### src/rtl/sar_search.sv
// Successive-approximation search: drives probe words into an external comparator and converges MSB-first
// to the largest probe whose comparator result is not greater than the reference.
module sar_search #(
    parameter int WIDTH = 16
) (
    input  logic             clk,
    input  logic             rst_n,
    input  logic             start,
    output logic             busy,
    output logic             done,
    output logic [WIDTH-1:0] result,
    output logic             exact,
    output logic             err,
    output logic [WIDTH-1:0] probe,
    output logic             probe_valid,
    input  logic             cmp_valid,
    input  logic             cmp_lt,
    input  logic             cmp_eq,
    input  logic             cmp_gt
);

    localparam int IW = (WIDTH > 2) ? $clog2(WIDTH) : 1;

    typedef enum logic [1:0] {IDLE, PROBE, DONE} state_t;

    state_t         state;
    logic [IW-1:0]  idx;
    logic [WIDTH-1:0] bit_mask;
    logic [WIDTH-1:0] cand;
    logic             onehot;

    always_comb begin
        bit_mask = '0;
        bit_mask[idx] = 1'b1;
        cand = cmp_gt ? (probe & ~bit_mask) : probe;
        onehot = ({cmp_lt, cmp_eq, cmp_gt} == 3'b100) ||
                 ({cmp_lt, cmp_eq, cmp_gt} == 3'b010) ||
                 ({cmp_lt, cmp_eq, cmp_gt} == 3'b001);
    end

    always_ff @(posedge clk or negedge rst_n) begin
        if (!rst_n) begin
            state       <= IDLE;
            idx         <= '0;
            probe       <= '0;
            result      <= '0;
            busy        <= 1'b0;
            done        <= 1'b0;
            exact       <= 1'b0;
            err         <= 1'b0;
            probe_valid <= 1'b0;
        end else begin
            case (state)
                IDLE: begin
                    done <= 1'b0;
                    if (start) begin
                        probe       <= '0;
                        probe[WIDTH-1] <= 1'b1;
                        idx         <= IW'(WIDTH - 1);
                        exact       <= 1'b0;
                        err         <= 1'b0;
                        busy        <= 1'b1;
                        probe_valid <= 1'b1;
                        state       <= PROBE;
                    end
                end
                PROBE: begin
                    if (cmp_valid) begin
                        if (!onehot || cmp_eq || idx == '0) begin
                            // Every terminating outcome lands here; the result depends on which one.
                            if (!onehot) begin
                                err    <= 1'b1;
                                result <= probe & ~bit_mask;
                            end else if (cmp_eq) begin
                                exact  <= 1'b1;
                                result <= probe;
                            end else begin
                                result <= cand;
                            end
                            busy        <= 1'b0;
                            probe_valid <= 1'b0;
                            done        <= 1'b1;
                            state       <= DONE;
                        end else begin
                            probe <= cand | (bit_mask >> 1);
                            idx   <= idx - IW'(1);
                        end
                    end
                end
                DONE: begin
                    done  <= 1'b0;
                    state <= IDLE;
                end
                default: begin
                    busy        <= 1'b0;
                    probe_valid <= 1'b0;
                    done        <= 1'b0;
                    state       <= IDLE;
                end
            endcase
        end
    end

endmodule
### config.mk
export PLATFORM = sky130hd
export DESIGN_NAME = sar_search
export DESIGN_NICKNAME = d
export VERILOG_FILES = /design/src/rtl/sar_search.sv
export SDC_FILE = /design/constraint.sdc
export NUM_CORES = 1
export LEC_CHECK = 0
export CAP_MARGIN = 20
export CORE_MARGIN = 2
export CORE_UTILIZATION = 50
export CTS_CLUSTER_DIAMETER = 60
export DETAILED_ROUTE_END_ITERATION = 10
export HOLD_SLACK_MARGIN = 0.1
export PLACE_DENSITY_LB_ADDON = 0.12
export SKIP_CTS_REPAIR_TIMING = 1
export SYNTH_ARGS = -nofsm -noshare
export SYNTH_HDL_FRONTEND = slang
export SYNTH_SLANG_ARGS = --single-unit
### constraint.sdc
create_clock -name clk -period 2.14 [get_ports clk]
set_input_delay 0.428 -clock clk [delete_from_list [all_inputs] [get_ports clk]]
set_output_delay 0.428 -clock clk [all_outputs]
set_load 0.1 [all_outputs]
# Word-level counts from Yosys, hierarchy flattened
# Cells that the tools add are included.
# Widths: inputs -> output; s select.
# totals
rom_bits	0
latchBits	0
regBits	42
wordCells	77
n_memories	0
in_bits	7
output_inout_bits	37
ramBits	0
# classes
magnitude_cmp	2
reduce_logical	16
n_bitwise	4
shift	0
addsub	1
multipliers	0
n_div	0
n_mux	34
n_eq_ne	12
# op_table
cell	count
$mux 16	6
$pmux 16 s2	1
$and 16x16->16	1
$not 16->16	1
$or 16x15->16	1
$mux 1	15
$ne 2x2->1 const B	7
$mux 4	3
$pmux 4 s2	1
$reduce_and 4->1	2
$mux 2	3
$reduce_and 3->1	2
$reduce_and 6->1	1
$lt 4x5->1 const B	1
$reduce_and 5->1	1
$demux 1 s4	1
$ge 4x1->1 const B	1
$logic_not 4->1	1
$logic_or 1x1->1	4
$pmux 1 s2	2
$pmux 2 s2	1
$sub 4x1->4 const B	1
$eq 3x1->1 const B	1
$eq 3x2->1 const B	1
10 further kinds	10

# Depth between registers and ports, before layout
# logic_depth
ltp_word	11
ltp_mapped	7
ltp_nobuf	6

# Worst setup path before layout
# Ideal clock, no wire load.
# synth_timing
kind	flip-flop to flip-flop
startpoint	reg idx[0]
endpoint	reg probe[10]
t_required_ns	2.011
setup_time_ns	0.129
path_buffers	1
period_less_slack_ns	1.808
arrival_time_ns	1.678
stages_incl_launch_ff	8
slack_ns	0.332
path_cell_list	dfrtp_1 -> inv_1 -> ha_1 -> nor3b_2 -> o41ai_4 -> buf_6 -> o21ai_1 -> o2bb2ai_1
# synth_between
elab_chain_len	11
word_cells_on_any_way	16
cone_classes	order compare (2); eq/ne (1); mux (6); bitwise (3); reduce/logical (4)
# synth_rtl
item	line	rtl
from (decl)	27	logic [IW-1:0] idx;
from (signal assigned)	59	idx <= IW'(WIDTH - 1);
from (signal assigned)	86	idx <= idx - IW'(1);
$lt 4x5->1 (not written as such) / $ge 4x1->1 (equally long branches)	34	bit_mask[idx] = 1'b1;
$logic_and 1x1->1 (not written as such)	34	
$mux 1 (not written as such)	34	
$demux 1 s4	34	
$not 16->16	35	cand = cmp_gt ? (probe & ~bit_mask) : probe;
$and 16x16->16	35	
$mux 16	35	
$or 16x15->16	85	probe <= cand | (bit_mask >> 1);
$mux 16	69	if (!onehot || cmp_eq || idx == '0) begin
$mux 16	68	if (cmp_valid) begin
$pmux 16 s2	53	case (state)
to (signal assigned)	85	
to (decl)	14	output logic [WIDTH-1:0] probe,
# Parallel ways exist; a longest one is shown, timed or not. The select of a mux whose other input is x is not followed.
# A chain may end at the register's enable or synchronous reset.

# Worst setup path after layout
# layout_timing
startpoint	in cmp_eq
endpoint	reg result[9]
# layout_between
elab_chain_len	7
word_cells_on_any_way	11
cone_classes	eq/ne (3); mux (2); reduce/logical (6)
# layout_rtl
item	line	rtl
from (decl)	18	input logic cmp_eq,
$eq 3x3->1 / $eq 3x2->1 (equally long branches)	36, 37	
$logic_or 1x1->1	36	onehot = ({cmp_lt, cmp_eq, cmp_gt} == 3'b100) ||
$logic_or 1x1->1	37	({cmp_lt, cmp_eq, cmp_gt} == 3'b010) ||
$logic_not 1->1	-	
$logic_or 1x1->1 (2 in series)	69	
$reduce_and 3->1 (no source line)	-	
to (signal assigned)	73	result <= probe & ~bit_mask;
to (signal assigned)	76	result <= probe;
to (signal assigned)	78	result <= cand;
to (decl)	11	output logic [WIDTH-1:0] result,
# Parallel ways exist; a longest one is shown, timed or not.

==> results.toml <==
[global_route]
grt_pass1_wl_microns = 7980
grt_max_degree = 43
grt_pass1_vias = 1671
overflow = 0
grt_antenna_before_repair = 0
track_usage_pct = 23.4

[timing]
tightest_slew_ns = 0.523
hold_viol = 0
skew_ns = 0.00664
setup_viol = 0
slew_headroom_pct = 65.1
period_share_pct = 91.3
period_needed_ns = 1.95
slew_viol_final = 0
max_clock_freq_ghz = 0.512
worst_slack_ns = 0.186
hold_slack_ns = 0.183
rsz0062_at_grt = "false"

[placement]
gp_congestion = 0.802
hpwl_microns = 3590
dpl_worst_slack_ns = -0.189
io_buffers = 43

[worst_setup_path]
arrival_ns = 2.13
crit_type = "in2reg"
endpoint_kind = "flip-flop"
cp-start-kind = "primary input"
worstPathRequired_ns = 2.31
worstReg2RegEnd = "probe[3]"
rr_worst_depth = 8
rrSetupSlack_ns = 0.19
worstPathMaxFanout = 4
r2r-start = "idx[1]"

[clocking]
cts_tree = "yes"
clock-root-buffer = "clkbuf_8"
cts_sinks = 42
clock_path_buffers = 2
cts_made_buffers = 5
htree_levels = 2
clk_pin_slew_ns = 0.08
insertion_delay_ns = 0.30

[route]
drc_errors = 0
detailedRoute.firstIterationViolations = 151
drt_first_pass_iters = 4
vias = 1730
wl_microns = 4850
via_per_inst = 5.41
wl_per_cell_microns = 15.2
ant_nets = 0

[synthesis]
synth_seq_cells = 42
synth_area_per_cell_sq_um = 9.39
async_flop_share_pct = 100
netlist_top_cells_area = "dfrtp_1 (51%), o21ai_0 (10%), o2bb2ai_1 (5.6%)"
synth_common_cells = "dfrtp_1 (42), o21ai_0 (42), nand2_1 (30)"
yosysTopAreaCell = "dfrtp_1"
synth.cell_area_sq_um = 2050
synthCells = 218
synth_nets = 229
ys_types = 36
synth-edff-count = 0
synthFlopType = "dfrtp_1"
synth_top_area_share_pct = 51.3
ys_warn_count = 0
ys_seq_area_share_pct = 51.3

[die]
die_w_microns = 68.0
die_y_microns = 68.0
fp.coreArea_sq_um = 3970
io_pins = 44
start_util_pct = 51.5
rows = 23
dieArea_sq_um = 4620

[cells_and_area]
n_antenna_cell = 0
final_util_pct = 65.5
fillerInstances = 328
nNetsFinal = 280
layout-drive-gt1-share_pct = 24.8
areaGrowthSynthToFinish_pct = 27.0

[status]
outcome = "completed"

[worst_hold_path]
hp-class = "in2async"

[power]
ir_drop_mv = 0.662
leakage_nw = 1.20
cellPowerDensity_nw_per_um2 = 1070

[flow_run]
drv_cap = 0
worst max path at each step:
stage,startpoint,end,slack [ns],cells after the start
after floorplan,idx[0],probe[10],0.33,7
after global placement,cmp_gt,probe[3],-0.15,5
after detailed placement,cmp_lt,probe[3],-0.19,5
after CTS,idx[1],probe[3],-0.02,6
after global routing,cmp_eq,result[9],0.07,6
final,cmp_eq,result[9],0.19,6
per-layer routing:
metal | global-route usage, % | wire (microns) | vias to the layer above
li1 | - | - | 856
met1 | 34.6 | 2330 | 813
met2 | 35.1 | 2180 | 55
met3 | 4.93 | 277 | 6
met4 | 6.00 | 54 | 0
met5 | 0 | 0 | -
power by group:
part	internal, mW	total, mW	switching, mW	leakage [nW]
Clock	0.233	0.520	0.287	0.0408
Combinational	0.323	1.28	0.960	0.605
Sequential	0.891	0.973	0.0815	0.552
layout make-up:
| type | count | area, sq um | area share, % |
|---|---|---|---|
| Clock inverter | 3 | 23.8 | 0.914 |
| Tap cell | 50 | 62.6 | 2.41 |
| Timing Repair Buffer | 59 | 465 | 17.9 |
| Sequential cell | 42 | 1050 | 40.4 |
| Clock buffer | 5 | 68.8 | 2.65 |
| Multi-Input combinational cell | 153 | 898 | 34.6 |
| Inverter | 8 | 30.0 | 1.15 |
per-stage QoR:
stage | std cells | setup TNS, ns | total power, mW | cell area (sq um)
after floorplan | 218 | 0 | 1.95 | 2050
after global placement | 311 | -1.62 | 2.24 | 2500
after detailed placement | 311 | -2.17 | 2.26 | 2500
after CTS | 319 | -0.0225 | 2.78 | 2590
after global routing | 320 | 0 | 2.92 | 2600
final | 320 | 0 | 2.78 | 2600
worst max-delay path, stage by stage:
cell             delay (ns)
clkdlybuf4s50_1        0.50
buf_4                  0.19
xnor2_1                0.32
o21ai_0                0.22
o21ai_0                0.33
o21ai_0                0.14
flip-flops by register name, indices dropped and copies added, names as in the netlist:
signal	flops
probe	16
exact	1
state	2
err	1
idx	4
done	1
probe_valid	1
result	16
logic make-up after synthesis:
family / after synthesis / synth area share, %
compound gates: 79 / 24.4
simple gates: 67 / 15.3
flops: 42 / 51.3
buf+inv: 23 / 5.26
fa+ha+maj: 4 / 2.45
xor+xnor: 3 / 1.28
cell usage in the layout, fill, tap and decap left out, drive strengths merged, types with 3 or more instances in the layout:
cell type,count
a21oi,4
buf,54
clkbuf,5
clkdlybuf4s50,5
dfrtp,42
ha,4
inv,9
nand2,30
nand2b,3
nor2,17
nor3,4
o21ai,52
o2bb2ai,13
o31ai,3
Note: power is estimated with default switching activity, not from simulation.
